**config.mk**
```make
export PLATFORM = sky130hd
export DESIGN_NAME = uart_tx_arbiter_flat
export DESIGN_NICKNAME = d
export VERILOG_FILES = /design/src/rtl/uart_tx_arbiter_pkg.sv /design/src/rtl/uart_tx_arbiter_if.sv /design/src/rtl/uart_tx_arbiter_rr_priority_pick.sv /design/src/rtl/uart_tx_arbiter.sv /design/src/flat_wrapper.sv
export SDC_FILE = /design/constraint.sdc
export NUM_CORES = 1
export LEC_CHECK = 0
export ABC_AREA = 1
export CAP_MARGIN = 5
export CORE_MARGIN = 1
export CORE_UTILIZATION = 44
export DETAILED_ROUTE_END_ITERATION = 12
export PLACE_DENSITY = 0.85
export SYNTH_ARGS = -nofsm -noshare
export SYNTH_HDL_FRONTEND = slang
export SYNTH_HIERARCHICAL = 1
export SYNTH_SLANG_ARGS = --single-unit
export TNS_END_PERCENT = 100
```
**constraint.sdc**
```tcl
create_clock -name clk -period 6.05 [get_ports clk]
set_clock_uncertainty 0.15 [all_clocks]
set_input_delay 1.21 -clock clk [delete_from_list [all_inputs] [get_ports clk]]
set_output_delay 1.21 -clock clk [all_outputs]
set_load 0.01 [all_outputs]
```
**src/rtl/uart_tx_arbiter_pkg.sv**
```systemverilog
// Shared types for the UART transmit arbiter: FSM state encoding and an index-width helper.
package uart_tx_arbiter_pkg;

  typedef enum logic [0:0] {
    IDLE = 1'b0,
    XFER = 1'b1
  } arb_state_e;

  // Index width for n requesters, never narrower than one bit.
  function automatic int idx_bits(input int n);
    return (n > 1) ? $clog2(n) : 1;
  endfunction

endpackage

```
**src/rtl/uart_tx_arbiter_if.sv**
```systemverilog
// Requester-side and UART-side signals of the transmit arbiter.
// Handshake: a byte of source i moves when req_valid[i] && req_ready[i] at a rising clk edge;
// req_ready is combinational and only ever set for the granted source while tx_full is low.
interface uart_tx_arbiter_if
  import uart_tx_arbiter_pkg::*;
#(
  parameter int NUM_REQ   = 4,
  parameter int DATA_BITS = 8,
  parameter int LEN_BITS  = 4
);
  logic [NUM_REQ-1:0]           req;
  logic [NUM_REQ*LEN_BITS-1:0]  req_len;
  logic [NUM_REQ*DATA_BITS-1:0] req_data;
  logic [NUM_REQ-1:0]           req_valid;
  logic [NUM_REQ-1:0]           req_ready;
  logic [NUM_REQ-1:0]           gnt;
  logic                         busy;
  logic                         pkt_done;
  logic [DATA_BITS-1:0]         w_data;
  logic                         wr_uart;
  logic                         tx_full;

  modport master (
    output req, req_len, req_data, req_valid, tx_full,
    input  req_ready, gnt, busy, pkt_done, w_data, wr_uart
  );

  modport slave (
    input  req, req_len, req_data, req_valid, tx_full,
    output req_ready, gnt, busy, pkt_done, w_data, wr_uart
  );
endinterface

```
**src/rtl/uart_tx_arbiter_rr_priority_pick.sv**
```systemverilog
// Combinational rotating-priority picker: first set request at or after ptr, wrapping.
module rr_priority_pick #(
  parameter int N     = 4,
  parameter int IDX_W = 2
) (
  input  logic [N-1:0]     req,
  input  logic [IDX_W-1:0] ptr,
  output logic [N-1:0]     onehot,
  output logic [IDX_W-1:0] idx
);
  localparam logic [IDX_W:0] N_W = (IDX_W + 1)'(N);

  logic [N-1:0]     rot;
  logic [IDX_W-1:0] off;
  logic [IDX_W:0]   sum;
  logic             found;

  // Rotate so ptr lands at bit 0; the first set bit is then the offset from ptr.
  assign rot = N'({req, req} >> ptr);

  always_comb begin
    found = 1'b0;
    off   = '0;
    for (int k = 0; k < N; k++) begin
      if (!found && rot[k]) begin
        found = 1'b1;
        off   = IDX_W'(k);
      end
    end
    sum = {1'b0, ptr} + {1'b0, off};
    if (sum >= N_W) sum = sum - N_W;
    idx    = sum[IDX_W-1:0];
    onehot = found ? (N'(1) << idx) : '0;
  end
endmodule

```
**src/rtl/uart_tx_arbiter.sv**
```systemverilog
// Round-robin, packet-locked arbiter sharing the UART tx FIFO write port among NUM_REQ sources.
module uart_tx_arbiter
  import uart_tx_arbiter_pkg::*;
#(
  parameter int NUM_REQ   = 4,
  parameter int DATA_BITS = 8,
  parameter int LEN_BITS  = 4
) (
  input  logic               clk,
  input  logic               reset,
  uart_tx_arbiter_if.slave   bus,
  output arb_state_e         state_dbg
);
  localparam int IDX_W = idx_bits(NUM_REQ);

  arb_state_e           state;
  logic [NUM_REQ-1:0]   gnt;
  logic [IDX_W-1:0]     cur;
  logic [IDX_W-1:0]     ptr;
  logic [LEN_BITS-1:0]  remaining;
  logic                 pkt_done;

  logic [NUM_REQ-1:0]   pick_onehot;
  logic [IDX_W-1:0]     pick_idx;
  logic [IDX_W-1:0]     next_ptr;
  logic                 cur_valid;
  logic [DATA_BITS-1:0] cur_data;
  logic                 hs;

  rr_priority_pick #(.N(NUM_REQ), .IDX_W(IDX_W)) u_pick (
    .req    (bus.req),
    .ptr    (ptr),
    .onehot (pick_onehot),
    .idx    (pick_idx)
  );

  assign cur_valid = bus.req_valid[cur];
  assign cur_data  = bus.req_data[cur*DATA_BITS +: DATA_BITS];
  assign hs        = (state == XFER) && cur_valid && !bus.tx_full;
  assign next_ptr  = (cur == IDX_W'(NUM_REQ - 1)) ? '0 : cur + IDX_W'(1);

  always_comb begin
    bus.req_ready      = '0;
    bus.req_ready[cur] = hs;
  end

  assign bus.wr_uart  = hs;
  assign bus.w_data   = (state == XFER) ? cur_data : '0;
  assign bus.gnt      = gnt;
  assign bus.busy     = (state == XFER);
  assign bus.pkt_done = pkt_done;
  assign state_dbg    = state;

  always_ff @(posedge clk or posedge reset) begin
    if (reset) begin
      state     <= IDLE;
      gnt       <= '0;
      cur       <= '0;
      ptr       <= '0;
      remaining <= '0;
      pkt_done  <= 1'b0;
    end else begin
      pkt_done <= 1'b0;
      case (state)
        IDLE: begin
          if (|bus.req) begin
            state     <= XFER;
            gnt       <= pick_onehot;
            cur       <= pick_idx;
            remaining <= bus.req_len[pick_idx*LEN_BITS +: LEN_BITS];
          end
        end
        XFER: begin
          // The grant is released only by the byte count, never by req dropping.
          if (hs) begin
            if (remaining != '0) begin
              remaining <= remaining - LEN_BITS'(1);
            end else begin
              state    <= IDLE;
              gnt      <= '0;
              pkt_done <= 1'b1;
              ptr      <= next_ptr;
            end
          end
        end
        default: state <= IDLE;
      endcase
    end
  end
endmodule
```
**src/flat_wrapper.sv**
```systemverilog
// flat-port wrapper written by rule: the top's interface ports become plain ports
module uart_tx_arbiter_flat import uart_tx_arbiter_pkg::*;
#(
  parameter int NUM_REQ   = 4,
  parameter int DATA_BITS = 8,
  parameter int LEN_BITS  = 4
)
  (clk, reset, state_dbg, bus_req, bus_req_len, bus_req_data, bus_req_valid, bus_tx_full, bus_req_ready, bus_gnt, bus_busy, bus_pkt_done, bus_w_data, bus_wr_uart);
  uart_tx_arbiter_if #(.NUM_REQ(NUM_REQ), .DATA_BITS(DATA_BITS), .LEN_BITS(LEN_BITS)) bus_i ();
  input  logic clk;
  input  logic reset;
  output arb_state_e state_dbg;
  input wire logic [$bits(bus_i.req)-1:0] bus_req;
  input wire logic [$bits(bus_i.req_len)-1:0] bus_req_len;
  input wire logic [$bits(bus_i.req_data)-1:0] bus_req_data;
  input wire logic [$bits(bus_i.req_valid)-1:0] bus_req_valid;
  input wire logic [$bits(bus_i.tx_full)-1:0] bus_tx_full;
  output wire logic [$bits(bus_i.req_ready)-1:0] bus_req_ready;
  output wire logic [$bits(bus_i.gnt)-1:0] bus_gnt;
  output wire logic [$bits(bus_i.busy)-1:0] bus_busy;
  output wire logic [$bits(bus_i.pkt_done)-1:0] bus_pkt_done;
  output wire logic [$bits(bus_i.w_data)-1:0] bus_w_data;
  output wire logic [$bits(bus_i.wr_uart)-1:0] bus_wr_uart;
  assign bus_i.req = bus_req;
  assign bus_i.req_len = bus_req_len;
  assign bus_i.req_data = bus_req_data;
  assign bus_i.req_valid = bus_req_valid;
  assign bus_i.tx_full = bus_tx_full;
  assign bus_req_ready = bus_i.req_ready;
  assign bus_gnt = bus_i.gnt;
  assign bus_busy = bus_i.busy;
  assign bus_pkt_done = bus_i.pkt_done;
  assign bus_w_data = bus_i.w_data;
  assign bus_wr_uart = bus_i.wr_uart;
  uart_tx_arbiter #(.NUM_REQ(NUM_REQ), .DATA_BITS(DATA_BITS), .LEN_BITS(LEN_BITS)) u_core (.clk(clk), .reset(reset), .bus(bus_i), .state_dbg(state_dbg));
endmodule
```
==> summary.md <==
| Metric | Value |
|---|---|
| Resized cells post-CTS | 0 |
| Slew HR | 0.4642 |
| Hold buffers post-CTS | 0 |
| Placed cell area | 2362 µm² |
| Crit path launch type | register |
| Worst setup startpoint | u_core/cur[0] |
| Outcome | completed |
| Root Buffer | clkbuf_4 |
| Antenna viol nets, final | 0 |
| Vias in the first global route | 1,600 |
| Main combinational cell family by area after synthesis | simple AND/OR/NAND/NOR gates |
| Nets@finish | 400 |
| Commonest cells after routing, fill and taps aside | clkdlybuf4s50_1 (78), nand2_1 (75), nor2_1 (46) |
| VDD IR max | 0.2970 mV |
| Clk slew on worst S/H paths | 0.09 ns |
| RSZ-0062 raised after global routing | false |
| Critical Path RT | 4.69 ns |
| Netlist cell types | 26 |
| Worst-Skew Late Latency | 0.29 ns |
| Tot GR Track Use | 0.2275 |
| Area grow syn2layout | 50.47% |
| Area of the die | 3868 µm² |
| Max Freq | 243.5 MHz |
| Crit path max fanout | 22 |
| P_leak | 1.155 nW |
| Min-delay src | u_core/remaining[0] |
| Worst r2r src | u_core/ptr[0] |
| Congestion Overflow GR | 0 |
| Hold Crit Class | register to register |
| First-pass GRT wire length | 7196 µm |
| Final instance area | 2399 µm² |
| CP endpoint kind | primary output |
| Wirelength per Cell | 11.07 µm |
| Cell Pwr Density | 449.5 nW/µm² |
| Synth Area in Adders | 0.04710 |
| CTS Buffer Depth | 2 |
| Final Hold Vio Count | 0 |
| Top cell type's share of synthesized area | 0.2198 |
| Setup Crit Path Kind | register to primary output |
| Post-synthesis sequential area ratio | 0.2198 |
| Num ports | 79 |
| Pins Over Slew Limit | 0 |
| Largest net degree at the start of global routing | 23 |
| Num CTS Buffers | 3 |
| DR vias | 1,809 |
| Seq cells post-synth | 14 |
| Max_cap viols | 0 |
| Commonest non-fill, non-tap cell in the layout | clkdlybuf4s50_1 |
| Synth Area in Simple Gates | 0.4992 |
| # diodes | 0 |
| Post-Synthesis Cells | 262 |
| Starting Density | 0.4667 |
| Period Utilization, post-route | 0.6789 |
| RePlAce Congestion | 0.8810 |
| Synthesized Nets | 327 |
| Number of I/O port buffers | 78 |
| CTS tree | built |
| Synth Area in XOR/XNOR | 0.005495 |
| CTS sink cnt | 14 |
| Die H | 62.19 µm |
| Routed vias/inst | 4.761 |
| Post-Syn Area | 1594 µm² |
| Compound-gate portion of the synthesized area | 0.1052 |
| H-tree Lvls | 1 |
| Synthesized area per cell | 6.084 µm² |
| Final setup fails | 0 |
| Post-CTS Setup Bufs | 0 |
| # rows | 21 |
| Initial antenna violation count | 0 |
| Worst-Margin Slew | 0.8037 ns |
| DR pass1 iterations | 4 |
| Largest cells by area after synthesis | dfrtp_1 (22%), nand2_1 (18%), nor2_1 (11%) |
| Layout cells sized above 1 | 0.08683 |
| Mux share of post-synthesis cell area | 0 |
| Total routed wirelength | 4206 µm |
| Ys Warns | 6 |
| DP Wirelength | 3253 µm |
| Synth area leader | dfrtp_1 |
| DRC viols | 0 |
| Die Wd | 62.19 µm |
| Core Region | 3416 µm² |
| Crit path time final | 4.108 ns |
| WP data arrival | 2.75 ns |
| DR iter-0 viols | 120 |
| Fin Setup TNS | 0 ns |
| Core Util, Final | 0.7022 |
layer usage:
layer  GRT usage  wire, µm  vias up
li1            -         -      968
met1      0.2912      1926      796
met2      0.4025      2099       43
met3     0.04779       168        2
met4     0.02616        12        0
met5           0         0        -
state kept, by name, summed over array words and instances, names as in the netlist:
register             flops
u_core/ptr               2
u_core/bus.pkt_done      1
u_core/remaining         4
u_core/bus.gnt           4
u_core/bus.busy          1
u_core/cur               2
layout make-up:
type                    instances  area, µm²
repair buffers                 78      780.7
well taps                      46      57.56
fillers                       289       1017
multi-input cells             206       1047
flip-flops and latches         14      350.3
clock buffers                   4      36.28
inverters                      32      126.4
kinds of logic after synthesis:
group | Yosys count
AO/OA/AOI/OAI | 33
XOR/XNOR | 1
adder cells (fa/ha/maj) | 6
buffers and inverters | 42
flip-flops | 14
AND/OR/NAND/NOR | 166
where the power goes:
group	switching [mW]	internal [mW]	total, mW
Sequential	0.0721	0.131	0.204
Combinational	0.459	0.346	0.805
Clock	0.0325	0.0367	0.0691
worst max-delay path: stages, from the launching register on:
cell and delay [ns]:
dfrtp_1 0.87, inv_1 0.52, nand2_1 0.24, nand3_4 0.13, nand3_4 0.16, nor2_1 0.05, clkdlybuf4s50_1 0.48
Yosys cell counts (all sizes together):
cell	count
nand3	30
xnor2	1
nand2	85
a21oi	10
o21ai	22
nor2	48
nand4	3
a21boi	1
ha	6
dfrtp	14
buf	10
inv	31
clkinv	1
per-stage QoR:
stage / std cells / hold slack [ns] / setup WS (ns) / power, mW
2_1_floorplan: 262 / 0.3255 / 3.018 / 0.7763
3_3_place_gp: 376 / 0.3422 / 1.970 / 0.9948
3_5_place_dp: 376 / 0.3467 / 1.951 / 1.014
4_1_cts: 380 / 0.3688 / 1.951 / 1.084
5_1_grt: 380 / 0.3859 / 1.764 / 1.195
6_report: 380 / 0.3644 / 1.942 / 1.078
path summary, 6_finish.rpt:
path                                  endpoint  slack, ns  depth (start not counted)
min in group asynchronous    u_core/bus.gnt[3]       1.11                          2
setup reg to reg           u_core/remaining[1]       3.60                         17
max in group asynchronous        u_core/ptr[1]       4.29                          2
hold / removal             u_core/remaining[0]       0.36                          2
setup / recovery              bus_req_ready[1]       1.94                          6
hold reg to reg            u_core/remaining[0]       0.36                          2
No activity file was read; power rests on OpenSTA's default activity.
